[src/rtl/lfsr_pkg.sv]
// Shared definitions for the lfsr_gen block.
//  - fsm_e        : burst controller states
//  - default_taps : maximal-length feedback masks for widths 3..32
//  - lfsr_next    : one Fibonacci step (shift left, XOR of tapped bits enters bit 0)
package lfsr_pkg;

  typedef enum logic {StIdle, StBurst} fsm_e;

  localparam int unsigned MaxWidth = 32;

  // Bit i set => state[i] feeds the XOR. Polynomial x^n + x^k + ... maps to bits n-1, k-1, ...
  function automatic logic [31:0] default_taps(input int unsigned width);
    logic [31:0] taps;
    case (width)
      3:       taps = 32'h0000_0006;
      4:       taps = 32'h0000_000C;
      5:       taps = 32'h0000_0014;
      6:       taps = 32'h0000_0030;
      7:       taps = 32'h0000_0060;
      8:       taps = 32'h0000_00B8;
      9:       taps = 32'h0000_0110;
      10:      taps = 32'h0000_0240;
      11:      taps = 32'h0000_0500;
      12:      taps = 32'h0000_0829;
      13:      taps = 32'h0000_100D;
      14:      taps = 32'h0000_2015;
      15:      taps = 32'h0000_6000;
      16:      taps = 32'h0000_D008;
      17:      taps = 32'h0001_2000;
      18:      taps = 32'h0002_0400;
      19:      taps = 32'h0004_0023;
      20:      taps = 32'h0009_0000;
      21:      taps = 32'h0014_0000;
      22:      taps = 32'h0030_0000;
      23:      taps = 32'h0042_0000;
      24:      taps = 32'h00E1_0000;
      25:      taps = 32'h0120_0000;
      26:      taps = 32'h0200_0023;
      27:      taps = 32'h0400_0013;
      28:      taps = 32'h0900_0000;
      29:      taps = 32'h1400_0000;
      30:      taps = 32'h2000_0029;
      31:      taps = 32'h4800_0000;
      32:      taps = 32'h8020_0003;
      default: taps = 32'h0000_0000;
    endcase
    return taps;
  endfunction

  // Result is masked to the active width; callers truncate to their own state width.
  function automatic logic [31:0] lfsr_next(input logic [31:0] state, input logic [31:0] taps,
                                            input int unsigned width);
    logic [31:0] mask;
    mask = (width >= MaxWidth) ? '1 : ((32'd1 << width) - 32'd1);
    return ((state << 1) | {31'd0, ^(state & taps)}) & mask;
  endfunction

endpackage

[src/rtl/lfsr_gen_if.sv]
// Control/status bundle of lfsr_gen.
//  master: drives load/seed_i/run/start/len_i, observes the status outputs.
//  slave : the generator itself.
interface lfsr_gen_if #(
  parameter int unsigned WIDTH = 4,
  parameter int unsigned CNT_W = 8
);
  logic             load;
  logic [WIDTH-1:0] seed_i;
  logic             run;
  logic             start;
  logic [CNT_W-1:0] len_i;
  logic [WIDTH-1:0] lfsr_o;
  logic             bit_o;
  logic             busy;
  logic             done;
  logic             wrap_o;
  logic             lockup_o;

  modport master (
    output load, seed_i, run, start, len_i,
    input  lfsr_o, bit_o, busy, done, wrap_o, lockup_o
  );

  modport slave (
    input  load, seed_i, run, start, len_i,
    output lfsr_o, bit_o, busy, done, wrap_o, lockup_o
  );
endinterface

[src/rtl/lfsr_core.sv]
// LFSR state register with next-state XOR and optional lock-up recovery.
// Build option: LFSR_LOCKUP_RECOVER_EN -- a step from all-zero loads SEED and pulses lockup_o.
// Ports:
//  clk, reset  clock, async active-low reset
//  load_i      load load_val_i (wins over step_i)
//  load_val_i  value to load
//  step_i      advance one step
//  state_o     current state
//  next_o      state that a step would produce
//  lockup_o    registered pulse, one cycle after a recovery step
module lfsr_core import lfsr_pkg::*; #(
  parameter int unsigned      WIDTH = 4,
  parameter logic [WIDTH-1:0] TAPS  = 4'b1100,
  parameter logic [WIDTH-1:0] SEED  = 4'b1010
) (
  input  logic             clk,
  input  logic             reset,
  input  logic             load_i,
  input  logic [WIDTH-1:0] load_val_i,
  input  logic             step_i,
  output logic [WIDTH-1:0] state_o,
  output logic [WIDTH-1:0] next_o,
  output logic             lockup_o
);

  logic [WIDTH-1:0] state_q, state_d, step_val;
  logic             lockup_q, lockup_d;

  always_comb begin
    step_val = WIDTH'(lfsr_next(32'(state_q), 32'(TAPS), WIDTH));
    lockup_d = 1'b0;
`ifdef LFSR_LOCKUP_RECOVER_EN
    if (state_q == '0) begin
      step_val = SEED;
      lockup_d = step_i && !load_i;
    end
`endif
    state_d = state_q;
    if (load_i) begin
      state_d = load_val_i;
    end else if (step_i) begin
      state_d = step_val;
    end
  end

  always_ff @(posedge clk or negedge reset) begin
    if (!reset) begin
      state_q  <= SEED;
      lockup_q <= 1'b0;
    end else begin
      state_q  <= state_d;
      lockup_q <= lockup_d;
    end
  end

  assign state_o  = state_q;
  assign next_o   = step_val;
  assign lockup_o = lockup_q;

endmodule

[src/rtl/lfsr_gen.sv]
// Parametrised Fibonacci LFSR pattern generator with seed load, free-run, counted bursts
// and period-wrap detection.
// Build option: LFSR_LOCKUP_RECOVER_EN enables all-zero lock-up recovery (else lockup_o = 0).
// Ports:
//  clk    clock, rising edge
//  reset  asynchronous active-low reset
//  bus    lfsr_gen_if slave: load/seed_i/run/start/len_i in;
//         lfsr_o/bit_o/busy/done/wrap_o/lockup_o out (all registered)
module lfsr_gen import lfsr_pkg::*; #(
  parameter int unsigned      WIDTH = 4,
  parameter logic [WIDTH-1:0] TAPS  = 4'b1100,
  parameter logic [WIDTH-1:0] SEED  = 4'b1010,
  parameter int unsigned      CNT_W = 8
) (
  input  logic       clk,
  input  logic       reset,
  lfsr_gen_if.slave  bus
);

  fsm_e             fsm_q, fsm_d;
  logic [CNT_W-1:0] cnt_q, cnt_d;
  logic [WIDTH-1:0] seed_q, seed_d;
  logic [WIDTH-1:0] state, next_val;
  logic             step;
  logic             done_q, done_d;
  logic             wrap_q, wrap_d;
  logic             lockup;

  lfsr_core #(
    .WIDTH (WIDTH),
    .TAPS  (TAPS),
    .SEED  (SEED)
  ) u_core (
    .clk        (clk),
    .reset      (reset),
    .load_i     (bus.load),
    .load_val_i (bus.seed_i),
    .step_i     (step),
    .state_o    (state),
    .next_o     (next_val),
    .lockup_o   (lockup)
  );

  // cnt holds the steps still owed after the current cycle's step; the start edge already
  // performs the first step, so a burst of len_i is len_i steps in total.
  always_comb begin
    fsm_d  = fsm_q;
    cnt_d  = cnt_q;
    seed_d = seed_q;
    step   = 1'b0;
    done_d = 1'b0;
    if (bus.load) begin
      fsm_d  = StIdle;
      cnt_d  = '0;
      seed_d = bus.seed_i;
    end else begin
      unique case (fsm_q)
        StIdle: begin
          if (bus.start) begin
            if (bus.len_i == '0) begin
              done_d = 1'b1;
            end else begin
              step  = 1'b1;
              cnt_d = bus.len_i - CNT_W'(1);
              if (bus.len_i == CNT_W'(1)) begin
                done_d = 1'b1;
              end else begin
                fsm_d = StBurst;
              end
            end
          end else if (bus.run) begin
            step = 1'b1;
          end
        end
        StBurst: begin
          step  = 1'b1;
          cnt_d = cnt_q - CNT_W'(1);
          if (cnt_q == CNT_W'(1)) begin
            fsm_d  = StIdle;
            done_d = 1'b1;
          end
        end
      endcase
    end
    wrap_d = step && (next_val == seed_q);
  end

  always_ff @(posedge clk or negedge reset) begin
    if (!reset) begin
      fsm_q  <= StIdle;
      cnt_q  <= '0;
      seed_q <= SEED;
      done_q <= 1'b0;
      wrap_q <= 1'b0;
    end else begin
      fsm_q  <= fsm_d;
      cnt_q  <= cnt_d;
      seed_q <= seed_d;
      done_q <= done_d;
      wrap_q <= wrap_d;
    end
  end

  assign bus.lfsr_o   = state;
  assign bus.bit_o    = state[WIDTH-1];
  assign bus.busy     = (fsm_q == StBurst);
  assign bus.done     = done_q;
  assign bus.wrap_o   = wrap_q;
  assign bus.lockup_o = lockup;

endmodule

[src/flat_wrapper.sv]
// flat-port wrapper written by rule: the top's interface ports become plain ports
module lfsr_gen_flat import lfsr_pkg::*;
#(
  parameter int unsigned      WIDTH = 4,
  parameter logic [WIDTH-1:0] TAPS  = 4'b1100,
  parameter logic [WIDTH-1:0] SEED  = 4'b1010,
  parameter int unsigned      CNT_W = 8
)
  (clk, reset, bus_load, bus_seed_i, bus_run, bus_start, bus_len_i, bus_lfsr_o, bus_bit_o, bus_busy, bus_done, bus_wrap_o, bus_lockup_o);
  lfsr_gen_if #(.WIDTH(WIDTH), .CNT_W(CNT_W)) bus_i ();
  input  logic clk;
  input  logic reset;
  input wire logic [$bits(bus_i.load)-1:0] bus_load;
  input wire logic [$bits(bus_i.seed_i)-1:0] bus_seed_i;
  input wire logic [$bits(bus_i.run)-1:0] bus_run;
  input wire logic [$bits(bus_i.start)-1:0] bus_start;
  input wire logic [$bits(bus_i.len_i)-1:0] bus_len_i;
  output wire logic [$bits(bus_i.lfsr_o)-1:0] bus_lfsr_o;
  output wire logic [$bits(bus_i.bit_o)-1:0] bus_bit_o;
  output wire logic [$bits(bus_i.busy)-1:0] bus_busy;
  output wire logic [$bits(bus_i.done)-1:0] bus_done;
  output wire logic [$bits(bus_i.wrap_o)-1:0] bus_wrap_o;
  output wire logic [$bits(bus_i.lockup_o)-1:0] bus_lockup_o;
  assign bus_i.load = bus_load;
  assign bus_i.seed_i = bus_seed_i;
  assign bus_i.run = bus_run;
  assign bus_i.start = bus_start;
  assign bus_i.len_i = bus_len_i;
  assign bus_lfsr_o = bus_i.lfsr_o;
  assign bus_bit_o = bus_i.bit_o;
  assign bus_busy = bus_i.busy;
  assign bus_done = bus_i.done;
  assign bus_wrap_o = bus_i.wrap_o;
  assign bus_lockup_o = bus_i.lockup_o;
  lfsr_gen #(.WIDTH(WIDTH), .TAPS(TAPS), .SEED(SEED), .CNT_W(CNT_W)) u_core (.clk(clk), .reset(reset), .bus(bus_i));
endmodule
[config.mk]
export PLATFORM = sky130hd
export DESIGN_NAME = lfsr_gen_flat
export DESIGN_NICKNAME = d
export VERILOG_FILES = /design/src/rtl/lfsr_pkg.sv /design/src/rtl/lfsr_gen_if.sv /design/src/rtl/lfsr_core.sv /design/src/rtl/lfsr_gen.sv /design/src/flat_wrapper.sv
export SDC_FILE = /design/constraint.sdc
export NUM_CORES = 1
export LEC_CHECK = 0
export CAP_MARGIN = 20
export CORE_MARGIN = 2
export CORE_UTILIZATION = 43
export CTS_BUF_LIST = sky130_fd_sc_hd__clkbuf_16
export DETAILED_ROUTE_END_ITERATION = 10
export GPL_TIMING_DRIVEN = 0
export PLACE_DENSITY = 0.76
export SYNTH_ARGS = -nofsm -noshare
export SYNTH_HDL_FRONTEND = slang
export SYNTH_SLANG_ARGS = --single-unit
[constraint.sdc]
create_clock -name clk -period 1.87 [get_ports clk]
set_input_delay 0.374 -clock clk [delete_from_list [all_inputs] [get_ports clk]]
set_output_delay 0.374 -clock clk [all_outputs]
set_load 0.005 [all_outputs]
=== Word level (Yosys, flattened, before mapping) ===
Index checks and enable logic that the tools add are counted.

* Register bits after elaboration: 19
* Input port bits: 17
* Output and inout port bits: 9
* Word-level logic and storage cells: 43

* $add $sub $neg: 2
* Equal/unequal tests: 5
* Muxes and demuxes: 23
* Bitwise gates (word level): 2
* Reduce and logical (&&, ||, !) cells: 5

{| class="wikitable"
|+ Operator list
! operator !! count
|-
| $reduce_xor 32->1 || 1
|-
| $mux 8 || 3
|-
| $eq 8x1->1 const B || 2
|-
| $pmux 8 s2 || 1
|-
| $sub 8x1->8 const B || 2
|-
| $mux 1 || 14
|-
| $logic_not 8->1 || 1
|-
| $mux 4 || 2
|-
| $ne 3x3->1 const B || 2
|-
| $pmux 1 s2 || 3
|-
| $eq 4x4->1 || 1
|-
| $or 4x1->4 || 1
|-
| $reduce_and 2->1 || 1
|-
| $reduce_bool 2->1 || 1
|-
| $logic_and 1x1->1 || 1
|-
| $not 1->1 || 1
|}

=== Longest topological paths before layout ===
* Word-level depth: 7
* Depth in mapped cells: 7
* Gate-level depth less buffers: 6

=== By module ===
A second synthesis with hierarchy kept.

* Cell total of the unflattened synthesis: 139
* Area, all modules: 1,302.5 um^2

{| class="wikitable"
|+ Modules (own cells, without submodules)
! module !! instances !! cells each !! area an instance (um^2) !! seq. area each (um^2)
|-
| lfsr_gen || 1 || 115 || 1,061.0 || 377.9
|-
| lfsr_core || 1 || 24 || 241.5 || 102.6
|}

=== Least setup slack after synthesis ===
OpenSTA, ideal clock, no wires.

* Kind: input -> register
* Start: input bus_len_i[0]
* End: register u_core.u_core.state_q[0], in the netlist u_core.u_core.state_o[0]
* Setup time: 71 ps
* Data arrival time: 1,647 ps
* Data required time: 1,799 ps
* Setup slack: 152 ps
* Stages on the path: 7
* Path buffers: 1
* Path through: inv_1 -> ha_1 -> nor3b_1 -> and3_1 -> buf_2 -> or4_1 -> nand4_1

* Cells in the longest elaborated chain, start to end: 6

{| class="wikitable"
|+ Ends and longest elaborated chain
! what !! line !! text
|-
| from (decl) || flat_wrapper.sv:17 || <nowiki>input wire logic [$bits(bus_i.len_i)-1:0] bus_len_i;</nowiki>
|-
| $logic_not 8->1 || lfsr_gen.sv:60 || <nowiki>if (bus.len_i == '0) begin</nowiki>
|-
| $mux 1 || lfsr_gen.sv:60 ||
|-
| $mux 1 || lfsr_gen.sv:59 || <nowiki>if (bus.start) begin</nowiki>
|-
| $pmux 1 s2 || lfsr_gen.sv:57 || <nowiki>unique case (fsm_q)</nowiki>
|-
| $mux 1 || lfsr_gen.sv:52 || <nowiki>if (bus.load) begin</nowiki>
|-
| $reduce_bool 2->1 (no source line) || -- ||
|-
| to (signal assigned) || lfsr_core.sv:51 || <nowiki>state_q <= state_d;</nowiki>
|-
| to (decl) || lfsr_core.sv:26 || <nowiki>logic [WIDTH-1:0] state_q, state_d, step_val;</nowiki>
|}

Every way passes these cells.
A chain may end at the register's enable or synchronous reset.

=== Worst setup path in the final report ===
Ends and elaborated chain as after synthesis.

==> flow_results.org <==
** Run status
- Outcome :: finished clean

** STA
- Worst hold slack after final layout :: 0.488 ns
- Total of endpoints with negative setup slack in the final report :: 0
- For the pin with the worst max-slew slack, the measured transition is about 0.82 ns.
- For this run, the top clock speed supported by timing is 558 MHz.
- Final Max Tran Viols :: 0
- The number of endpoints with negative hold slack in the final report is 0.
- In this run the tightest slew margin relative to its limit is 0.453.
- Shortest clock period the worst path allows after layout :: 1.79 ns
- Setup repair after global routing left no endpoint under its margin.
- Share of the clock period used by the worst path after layout :: 0.959
- Clock skew on the completed layout was measured at about 0.0040 ns.
- Total negative slack for setup checks :: 0 ns

** Placement
- Buffers placed on the I/O ports in this run total 23.
- Detailed placement HPWL :: 2.48 mm
- Gpl congestion :: 0.831

** Synthesis
- Synthesized area per cell :: between 8 and 9 um^2
- Number of instances in the synthesized netlist :: 154
- Area share of the largest cell type after synthesis :: 0.276
- By area the synthesized netlist is led by sky130_fd_sc_hd__dfrtp_1, sky130_fd_sc_hd__dfstp_2, sky130_fd_sc_hd__ha_1.
- Yosys mapped the design onto 49 distinct sky130hd cell types.
- Yosys mapped a number of flops with a built-in enable equal to 0.
- The most used flip-flop cell after synthesis is sky130_fd_sc_hd__dfrtp_1.
- Net count of the mapped netlist :: 176
- For this run, asynchronously set or reset flops after synthesis account for 1.00.
- Yosys printed 0 warnings.
- Cell accounting for the most synthesized area :: sky130_fd_sc_hd__dfrtp_1
- Post-synthesis instance area :: 1360 um^2
- Of the synthesized area, sequential elements account for 0.354.
- Flip-flop and latch count after synthesis :: 19

** Global routing
- Number of global-route vias before repair :: 1306
- Pin count of the biggest net entering global routing :: 20
- Tot GR Track Use :: 0.205
- The number of antenna violations at the first check in global routing came to 0.
- The first global-routing pass estimated 5.71 mm of wire.
- Total global routing overflow :: 0

** Critical path
- Capturing element type of the critical path :: register
- STA puts the critical path data required time at 2.05 ns.
- The largest single stage delay on the critical path is roughly 0.47 ns.
- STA puts the critical path data arrival time at 1.97 ns.
- In this run the worst path has a maximum fanout of 6.
- Highest-delay cell along the critical path :: sky130_fd_sc_hd__or4_1
- Reg-to-Reg End :: u_core.cnt_q[6]
- Cell depth of the worst flop-to-flop path :: 5
- Delay-heaviest family, CP :: simple AND/OR/NAND/NOR gates
- The number of buffers and inverters on the critical path is 3.
- In this run the register-to-register setup slack is 0.24 ns.
- R2R Path Start :: u_core.bus.busy
- Critical Path, Cell by Cell :: clkdlybuf4s15_2 > inv_2 > ha_2 > nor3b_4 > and3_1 > buf_2 > or4_1 > nand4_1
- Kind of start point of the critical path :: input port
- The worst setup path is of the in -> reg kind.

** Floorplan
- Standard-cell row count :: 20
- Initial Util :: 0.449
- IO Count :: 26
- Floorplan Core Area :: 3030 um^2
- Die Area :: 3630 um^2
- Die H :: between 60 and 70 um
- Chip Width :: roughly 60 um

** Drt
- Post-route met1 wirelength :: 1.44 mm
- The first TritonRoute pass finished after 4 iterations.
- Detailed-routed wire length on met2 :: 1.63 mm
- The count of nets left with antenna violations once routing finished came out at 0.
- Dividing the detail-routed via count by the number of cells gives 5.73.
- The routed layout has between 1000 and 1500 vias.
- In this run, the number of DRC markers left after iteration 0 of detailed routing was 51.
- Final wirelength :: ~3.3 mm
- Top layer used by detailed routing :: met4
- Number of design rule violations left after detail routing :: 0
- Dividing the detail-routed wire length by the instance count gives 14.4 um.
- After detailed routing, the met3 layer carries roughly 160 um of wire.

** Worst hold path
- Worst-case hold path end point :: u_core.seed_q[1]
- HP Class :: reg -> reg
- The startpoint identified for the worst hold timing path is u_core.seed_q[1].
- Number of cells traversed by the worst hold path :: 2

** Power and ir drop
- In this run the static leakage power is 0.738 nW.
- P per Cell Area :: 738 nW/um^2
- The completed layout was analyzed and its total power is ~1.3 mW.
- Across the VDD grid, the largest voltage drop is 0.326 mV.

** Finish
- Total area of sequential cells :: 480 um^2
- The multi-input combinational cells in the finished layout cover a total of 826 um^2.
- Number of nets at the end of the flow :: 205
- Counting the fill cells in the layout gives 267.
- Area Growth Syn to Fin :: 30.2%
- Antenna cell count :: 0
- Of the cells placed in the final design, the portion with a size suffix greater than 1 is 0.143.

** Run
- Across the run, the number of max-cap violations was 0.

** Clock network
- Clock tree from TritonCTS :: yes
- The clock drives 19 sinks.
- Insertion delay to the later sink of the worst-skew pair :: 0.25 ns
- Number of buffers created by CTS :: 3
- Clk buf depth :: 2
- Clock transition at the registers of the reported paths :: roughly 0.050 ns
- Cell at the root of the clock tree :: sky130_fd_sc_hd__clkbuf_16
- CTS H-tree depth :: 1
==> worst max-delay path by stage <==
stage,endpoint,slack [ns],depth (start not counted),startpoint
6_report,u_core.u_core.state_o[0],0.08,8,bus_len_i[0]
3_3_place_gp,u_core.u_core.state_o[0],-0.61,8,bus_len_i[0]
5_1_grt,u_core.u_core.state_o[0],0.004,8,bus_len_i[0]
4_1_cts,u_core.u_core.state_o[0],0.008,6,bus_len_i[6]
3_5_place_dp,u_core.u_core.state_o[0],-0.62,8,bus_len_i[0]
2_1_floorplan,u_core.u_core.state_o[0],0.15,7,bus_len_i[0]
==> state kept, by name (all words and copies together), names as in the netlist <==
register and flops:
u_core.seed_q 4, u_core.bus.busy 1, u_core.bus.wrap_o 1, u_core.cnt_q 8, u_core.u_core.state_o 4, u_core.bus.done 1
==> stage by stage <==
stage	setup slack (ns)	instance area, um^2	instances	util
after CTS	0.00795	1740	226	0.576
after floorplan	0.152	1360	154	-
after detailed placement	-0.622	1640	221	0.543
after global routing	0.00369	1770	226	0.584
after global placement	-0.605	1640	221	0.543
final	0.0775	1770	226	0.584
==> synthesized netlist by cell type (2+ instances only) <==
library cell               instances
sky130_fd_sc_hd__a21boi_0          2
sky130_fd_sc_hd__or3_1             2
sky130_fd_sc_hd__a211oi_1          2
sky130_fd_sc_hd__a21o_1            2
sky130_fd_sc_hd__nand3_1           6
sky130_fd_sc_hd__o21ai_2           2
sky130_fd_sc_hd__buf_4             2
sky130_fd_sc_hd__a221oi_1          3
sky130_fd_sc_hd__clkbuf_1          6
sky130_fd_sc_hd__a31oi_1           7
sky130_fd_sc_hd__nor3b_1           2
sky130_fd_sc_hd__o211ai_1          2
sky130_fd_sc_hd__a221o_1           2
sky130_fd_sc_hd__nor4_1            2
sky130_fd_sc_hd__a21oi_1           3
sky130_fd_sc_hd__ha_1              5
sky130_fd_sc_hd__or4_1             3
sky130_fd_sc_hd__dfstp_2           4
sky130_fd_sc_hd__nor4_4            2
sky130_fd_sc_hd__nand2b_1          3
sky130_fd_sc_hd__xnor2_1           2
sky130_fd_sc_hd__and4_1            2
sky130_fd_sc_hd__dfrtp_1          15
sky130_fd_sc_hd__nand4_1           3
sky130_fd_sc_hd__xor2_1            6
sky130_fd_sc_hd__o21ai_0           8
sky130_fd_sc_hd__nor3_1            5
sky130_fd_sc_hd__nand2_1           8
sky130_fd_sc_hd__inv_1            12
sky130_fd_sc_hd__nor2_1           12
==> worst min-delay path, delay by kind of cell, from the launching register on <==
family | cells | cell delay (ns)
flops | 1 | 0.37
compound gates | 1 | 0.07
buf+inv | 1 | 0.04
==> final cells by class <==
| type | count | area share |
|---|---|---|
| clock buffer | 3 | 0.0424 |
| tap | 44 | 0.0311 |
| sequential | 19 | 0.272 |
| clock inverter | 1 | 0.00212 |
| inverter | 12 | 0.0255 |
| buffer | 9 | 0.0240 |
| timing repair buffer | 24 | 0.136 |
| multi-input combinational | 114 | 0.467 |
==> per-layer routing <==
metal | up-vias | global-route usage
met2 | 48 | 0.348
met5 | - | 0
met3 | 2 | 0.0281
met4 | 0 | 0.0730
li1 | 625 | -
met1 | 621 | 0.265
==> layout by cell type, fill, tap and decap left out, types with 3 or more instances in the layout <==
master	netlist	layout
sky130_fd_sc_hd__nand2b_1	3	3
sky130_fd_sc_hd__nand2_1	8	8
sky130_fd_sc_hd__or4_1	3	3
sky130_fd_sc_hd__o21ai_0	8	7
sky130_fd_sc_hd__clkdlybuf4s50_1	0	14
sky130_fd_sc_hd__a31oi_1	7	7
sky130_fd_sc_hd__nand3_1	6	6
sky130_fd_sc_hd__dfrtp_1	15	15
sky130_fd_sc_hd__a21oi_1	3	3
sky130_fd_sc_hd__dfstp_2	4	4
sky130_fd_sc_hd__nand4_1	3	3
sky130_fd_sc_hd__a221oi_1	3	3
sky130_fd_sc_hd__nor2_1	12	12
sky130_fd_sc_hd__dlygate4sd2_1	0	4
sky130_fd_sc_hd__inv_1	12	11
sky130_fd_sc_hd__nor3_1	5	5
sky130_fd_sc_hd__clkbuf_16	0	3
sky130_fd_sc_hd__buf_4	2	3
sky130_fd_sc_hd__ha_1	5	4
sky130_fd_sc_hd__clkbuf_1	6	6
sky130_fd_sc_hd__xor2_1	6	6
sky130_fd_sc_hd__dlymetal6s2s_1	0	3
==> logic make-up (layout without fill, tap and decap cells) <==
family | after synthesis | count (layout) | synth area share
adders and majority gates | 5 | 5 | 0.0460
buffers and inverters | 21 | 49 | 0.0644
and+or+nand+nor | 57 | 57 | 0.255
DFF | 19 | 19 | 0.354
xor gates and xnor gates | 8 | 8 | 0.0516
AOI/OAI and AO/OA | 42 | 42 | 0.219
muxes | 1 | 1 | 0.00737
other | 1 | 1 | 0.00276
==> timing repair <==
| item | 4_1_cts | 5_1_grt |
|---|---|---|
| cloned | 0 | 0 |
| gates resized for setup | 13 | 11 |
| buffers inserted | 1 | 0 |
| pin swaps | 2 | 1 |
| setup endpoints to repair | 15 | 9 |
| hold endpoints to repair | 0 | 0 |
| hold buffers | 0 | 0 |
==> where the power goes <==
| group | total [mW] | leakage (nW) | switching, mW | internal, mW |
|---|---|---|---|---|
| registers | 0.511 | 0.236 | 0.0466 | 0.465 |
| logic | 0.368 | 0.460 | 0.194 | 0.174 |
| clock network | 0.426 | 0.0423 | 0.142 | 0.284 |
(Power assumes the default switching activity.)
